--- src/rtl/csr_pkg.sv ---
// Shared types for the CSR access controller.
// Holds privilege, op, state encodings and address-field positions.
package csr_pkg;

  typedef enum logic [1:0] {
    PRIV_U = 2'd0,
    PRIV_S = 2'd1,
    PRIV_M = 2'd3
  } priv_mode_t;

  typedef enum logic [1:0] {
    OP_NONE = 2'b00,
    OP_RW   = 2'b01,
    OP_RS   = 2'b10,
    OP_RC   = 2'b11
  } csr_op_t;

  localparam logic [2:0] F3_CSRRW  = 3'b001;
  localparam logic [2:0] F3_CSRRS  = 3'b010;
  localparam logic [2:0] F3_CSRRC  = 3'b011;
  localparam logic [2:0] F3_CSRRWI = 3'b101;
  localparam logic [2:0] F3_CSRRSI = 3'b110;
  localparam logic [2:0] F3_CSRRCI = 3'b111;

  typedef enum logic [1:0] {
    ST_IDLE,
    ST_READ,
    ST_WRITE,
    ST_RESP
  } csr_ctrl_state_t;

  // addr[11:10] = read-only field, addr[9:8] = lowest privilege
  localparam int         RO_HI   = 11;
  localparam int         PRIV_LO = 8;
  localparam logic [1:0] RO_ENC  = 2'b11;

  function automatic csr_op_t f3_op(input logic [2:0] f3);
    return csr_op_t'(f3[1:0]);
  endfunction

endpackage

--- src/rtl/csr_legal_check.sv ---
// Combinational legality check for a latched CSR instruction.
// addr_hi_i carries addr[11:8]: RO field then privilege field.
module csr_legal_check
  import csr_pkg::*;
(
  input  logic [2:0] funct3_i,
  input  logic [3:0] addr_hi_i,
  input  logic [4:0] rs1_field_i,
  input  logic [1:0] priv_mode_i,
  input  logic       csr_exists_i,
  output logic       illegal_o,
  output logic       do_read_o,
  output logic       do_write_o
);

  csr_op_t op;
  logic    unused_f3;

  assign op        = f3_op(funct3_i);
  assign unused_f3 = funct3_i[2];

  always_comb begin
    do_read_o  = 1'b1;
    do_write_o = 1'b1;
    unique case (op)
      OP_RW:   do_read_o  = 1'b1;
      default: do_write_o = (rs1_field_i != 5'd0);
    endcase
    if (op == OP_RW) begin
      do_write_o = 1'b1;
    end
    illegal_o = (op == OP_NONE)
              | !csr_exists_i
              | (priv_mode_i < addr_hi_i[1:0])
              | (do_write_o && addr_hi_i[3:2] == RO_ENC);
  end

  // rd==x0 only suppresses the read for RW; folded in by the top.
endmodule

--- src/rtl/csr_access_ctrl.sv ---
// Sequences one CSR read-modify-write per request between
// the pipeline and the CSR storage block.
module csr_access_ctrl
  import csr_pkg::*;
#(
  parameter int XLEN       = 32,
  parameter int CSR_ADDR_W = 12
) (
  input  logic                  clock,
  input  logic                  reset,
  input  logic                  req_valid,
  output logic                  req_ready,
  input  logic [2:0]            req_funct3,
  input  logic [CSR_ADDR_W-1:0] req_addr,
  input  logic [4:0]            req_rs1_field,
  input  logic [XLEN-1:0]       req_rs1_val,
  input  logic                  req_rd_is_x0,
  input  logic [1:0]            priv_mode,
  input  logic                  flush,
  output logic [CSR_ADDR_W-1:0] csr_addr,
  input  logic                  csr_exists,
  output logic                  csr_rd_en,
  input  logic [XLEN-1:0]       csr_rd_data,
  output logic                  csr_wr_en,
  output logic [XLEN-1:0]       csr_wr_data,
  output logic                  resp_valid,
  input  logic                  resp_ready,
  output logic [XLEN-1:0]       resp_rd_value,
  output logic                  resp_illegal,
  output logic                  busy
);

  csr_ctrl_state_t       state_q, state_d;
  logic [2:0]            f3_q, f3_d;
  logic [CSR_ADDR_W-1:0] addr_q, addr_d;
  logic [4:0]            rs1f_q, rs1f_d;
  logic [XLEN-1:0]       src_q, src_d;
  logic                  rdx0_q, rdx0_d;
  logic [XLEN-1:0]       rv_q, rv_d;
  logic                  ill_q, ill_d;

  logic            illegal, do_read, do_write, chk_rd;
  logic [XLEN-1:0] old_val, new_val;

  csr_legal_check u_legal (
    .funct3_i    (f3_q),
    .addr_hi_i   (addr_q[RO_HI:PRIV_LO]),
    .rs1_field_i (rs1f_q),
    .priv_mode_i (priv_mode),
    .csr_exists_i(csr_exists),
    .illegal_o   (illegal),
    .do_read_o   (chk_rd),
    .do_write_o  (do_write)
  );

  assign do_read = chk_rd && !(f3_op(f3_q) == OP_RW && rdx0_q);

  always_ff @(posedge clock or posedge reset) begin
    if (reset) begin
      state_q <= ST_IDLE;
      f3_q    <= '0;
      addr_q  <= '0;
      rs1f_q  <= '0;
      src_q   <= '0;
      rdx0_q  <= 1'b0;
      rv_q    <= '0;
      ill_q   <= 1'b0;
    end else begin
      state_q <= state_d;
      f3_q    <= f3_d;
      addr_q  <= addr_d;
      rs1f_q  <= rs1f_d;
      src_q   <= src_d;
      rdx0_q  <= rdx0_d;
      rv_q    <= rv_d;
      ill_q   <= ill_d;
    end
  end

  always_comb begin
    state_d     = state_q;
    f3_d        = f3_q;
    addr_d      = addr_q;
    rs1f_d      = rs1f_q;
    src_d       = src_q;
    rdx0_d      = rdx0_q;
    rv_d        = rv_q;
    ill_d       = ill_q;
    req_ready   = 1'b0;
    csr_rd_en   = 1'b0;
    csr_wr_en   = 1'b0;
    csr_wr_data = '0;
    resp_valid  = 1'b0;
    old_val     = '0;
    new_val     = '0;
    unique case (state_q)
      ST_IDLE: begin
        req_ready = 1'b1;
        if (req_valid) begin
          f3_d   = req_funct3;
          addr_d = req_addr;
          rs1f_d = req_rs1_field;
          src_d  = req_funct3[2]
                 ? {{(XLEN-5){1'b0}}, req_rs1_field}
                 : req_rs1_val;
          rdx0_d  = req_rd_is_x0;
          rv_d    = '0;
          ill_d   = 1'b0;
          state_d = ST_READ;
        end
      end
      ST_READ: begin
        csr_rd_en = do_read && !illegal && !flush;
        if (flush) begin
          state_d = ST_IDLE;
        end else if (illegal) begin
          ill_d   = 1'b1;
          rv_d    = '0;
          state_d = ST_RESP;
        end else begin
          state_d = ST_WRITE;
        end
      end
      ST_WRITE: begin
        // flush no longer matters: the commit is architectural
        old_val = do_read ? csr_rd_data : '0;
        unique case (f3_op(f3_q))
          OP_RS:   new_val = old_val | src_q;
          OP_RC:   new_val = old_val & ~src_q;
          default: new_val = src_q;
        endcase
        csr_wr_en   = do_write;
        csr_wr_data = new_val;
        rv_d        = old_val;
        state_d     = ST_RESP;
      end
      ST_RESP: begin
        resp_valid = 1'b1;
        if (resp_ready) begin
          state_d = ST_IDLE;
        end
      end
      default: state_d = ST_IDLE;
    endcase
  end

  assign csr_addr      = addr_q;
  assign resp_rd_value = rv_q;
  assign resp_illegal  = ill_q;
  assign busy          = (state_q != ST_IDLE);

endmodule

--- config.mk ---
export PLATFORM = sky130hd
export DESIGN_NAME = csr_access_ctrl
export DESIGN_NICKNAME = d
export VERILOG_FILES = /design/src/rtl/csr_pkg.sv /design/src/rtl/csr_legal_check.sv /design/src/rtl/csr_access_ctrl.sv
export SDC_FILE = /design/constraint.sdc
export NUM_CORES = 1
export LEC_CHECK = 0
export CORE_UTILIZATION = 43
export CTS_CLUSTER_DIAMETER = 40
export CTS_CLUSTER_SIZE = 25
export DETAILED_ROUTE_END_ITERATION = 8
export PLACE_DENSITY = 0.81
export SYNTH_ARGS = -nofsm -noshare
export SYNTH_HDL_FRONTEND = slang
export SYNTH_HIERARCHICAL = 1
export SYNTH_SLANG_ARGS = --single-unit
--- constraint.sdc ---
create_clock -name clock -period 3.6 [get_ports clock]
set_input_delay 0.9 -clock clock [delete_from_list [all_inputs] [get_ports clock]]
set_output_delay 0.9 -clock clock [all_outputs]
set_load 0.05 [all_outputs]
==> results.sh <==
export IMPL_gp_congestion=0.814
export IMPL_core_area_um2=9240
export IMPL_status="complete, no violations"
export IMPL_overflow=0
export IMPL_clkSlewWorstSetupHoldPaths_ns=0.08
export IMPL_mostFrequentLayoutCells="140 x clkdlybuf4s50_1, 87 x dfrtp_1, 70 x nand2_1, 41 x buf_4, 35 x a21oi_1"
export IMPL_drive_gt1_frac=0.155
export IMPL_grt_pass1_wl_um=17800
export IMPL_wl_per_cell_um=15.9
export IMPL_crit_path_end_kind="primary output"
export IMPL_r2r_cells=7
export IMPL_syn_cell_area_um2=4100
export IMPL_p_int_mw=2.84
export IMPL_p_clk_frac=0.128
export IMPL_dpl_hpwl_um=7950
export IMPL_grt_max_degree=85
export IMPL_drv_cap=0
export IMPL_cts_htree_levels=3
export IMPL_port_buffers=174
export IMPL_hold_viol=0
export IMPL_syn_avg_cell_area_um2=10.2
export IMPL_place_area_um2=5890
export IMPL_root_buffer="clkbuf_8"
export IMPL_cts_made_buffers=9
export IMPL_first_pass_iters=4
export IMPL_layout_commonest_cell="clkdlybuf4s50_1"
export IMPL_postCtsResizedCells=0
export IMPL_routed_wirelength_um=11100
export IMPL_start_util=0.443
export IMPL_fin_tns_setup_ns=0
export IMPL_p_leak_nw=2.67
export IMPL_synth_warnings=6
export IMPL_antenna_left=0
export IMPL_fin_util=0.659
export IMPL_grt_pass1_vias=3588
export IMPL_fin_area_um2=6090
export IMPL_hold_path_depth=2
export IMPL_max_slew_margin=0.341
export IMPL_cts_tree="yes"
export IMPL_p_sw_frac=0.479
export IMPL_num_vias=3547
export IMPL_tightest_slew_ns=0.989
export IMPL_p_per_area_nw_per_um2=895
export IMPL_clockBufferDepth=2
export IMPL_hold_worst_slack_ns=0.502
export IMPL_clk_latency_ns=0.34
export IMPL_p_sw_mw=2.61
export IMPL_crit_required_ns=2.70
export IMPL_fmax_ghz=0.290
export IMPL_via_per_inst=5.09
export IMPL_finalCritPeriodShare=0.958
export IMPL_combinationalPowerShare=0.562
export IMPL_die_h_um=99.6
export IMPL_min_path_type="reg -> reg"
export IMPL_worstSetupPathType="in -> out"
export IMPL_total_power_mw=5.45
export IMPL_skew_ns=0.0121
export IMPL_rsz0062_at_grt="no"
export IMPL_setup_violations=0
export IMPL_die_width_um=99.6
export IMPL_cts_setup_buffers=0
export IMPL_finalCriticalPeriod_ns=3.45
export IMPL_irDropWorstVdd_uv=504
export IMPL_drt_iter0_markers=126
export IMPL_grt_total_usage=0.231
export IMPL_area_growth_pct=48.7
export IMPL_syn_nets=494
export IMPL_hold_buffers=0
export IMPL_fin_nets=657
export IMPL_num_io_pins=175
export IMPL_report_final_slew_viol_count=0
export IMPL_placementRows=35
export IMPL_antenna_found_initial=0
export IMPL_cts_sinks=87
export IMPL_worstPathArrival_ns=2.55
export IMPL_cp_max_fo=2
export IMPL_seqPwrFrac=0.310
export IMPL_die_area_um2=9920
export IMPL_start_kind="primary input"
export IMPL_antenna_cells=0
export IMPL_netlist_instances=400
export IMPL_drc_errors=0
worst max-delay path, cell delays in order:
cell	delay, ns
clkdlybuf4s50_1	0.40
ha_1	0.27
a21oi_1	0.06
a311o_1	0.36
nor4_2	0.37
buf_12	0.19
layout make-up:
class                           count  area (um2)
Timing Repair Buffer              183        1750
Multi-Input combinational cell    276        1770
Clock inverter                      6        68.8
Clock buffer                       10         138
Sequential cell                    87        2180
Fill cell                         733        3150
Inverter                            6        23.8
Tap cell                          129         161
through the flow:
stage / setup slack, ns / cells
2_1_floorplan: 0.177 / 400
3_3_place_gp: 0.171 / 681
3_5_place_dp: 0.152 / 681
4_1_cts: 0.130 / 697
5_1_grt: 0.0823 / 697
6_report: 0.150 / 697
flip-flops by register name (all words and copies together) (netlist names), named ones only:
| name | cells |
|---|---|
| src_q | 32 |
| f3_q | 2 |
| csr_addr | 12 |
| rdx0_q | 1 |
| rs1f_q | 5 |
| resp_rd_value | 32 |
| state_q | 1 |
| resp_illegal | 1 |
metal layers:
metal / global-route usage / wire length (um) / share of wire
met1: 0.294 / 4750 / 0.43
met2: 0.384 / 5440 / 0.49
met3: 0.0513 / 620 / 0.056
met4: 0.0905 / 270 / 0.024
met5: 0 / 0 / 0
power groups by stage:
stage	sequential [mW]	combinational, mW	clock [mW]
after global routing	1.75	3.24	0.762
final	1.69	3.06	0.698
after CTS	1.69	3.08	0.722
after detailed placement	1.71	3.07	0
after global placement	1.68	3.02	0
after floorplan	2.39	1.37	0
path summary, 6_finish.rpt:
check                           slack, ns          end         start
worst max-delay path                 0.15    csr_rd_en  priv_mode[1]
worst min-delay path                 0.50    src_q[30]     src_q[30]
worst max register to register       1.52   state_q[0]     rs1f_q[0]
worst min register to register       0.50    src_q[30]     src_q[30]
max in group asynchronous            2.00  csr_addr[6]         reset
min in group asynchronous            0.96     src_q[3]         reset
(Power assumes the default switching activity.)
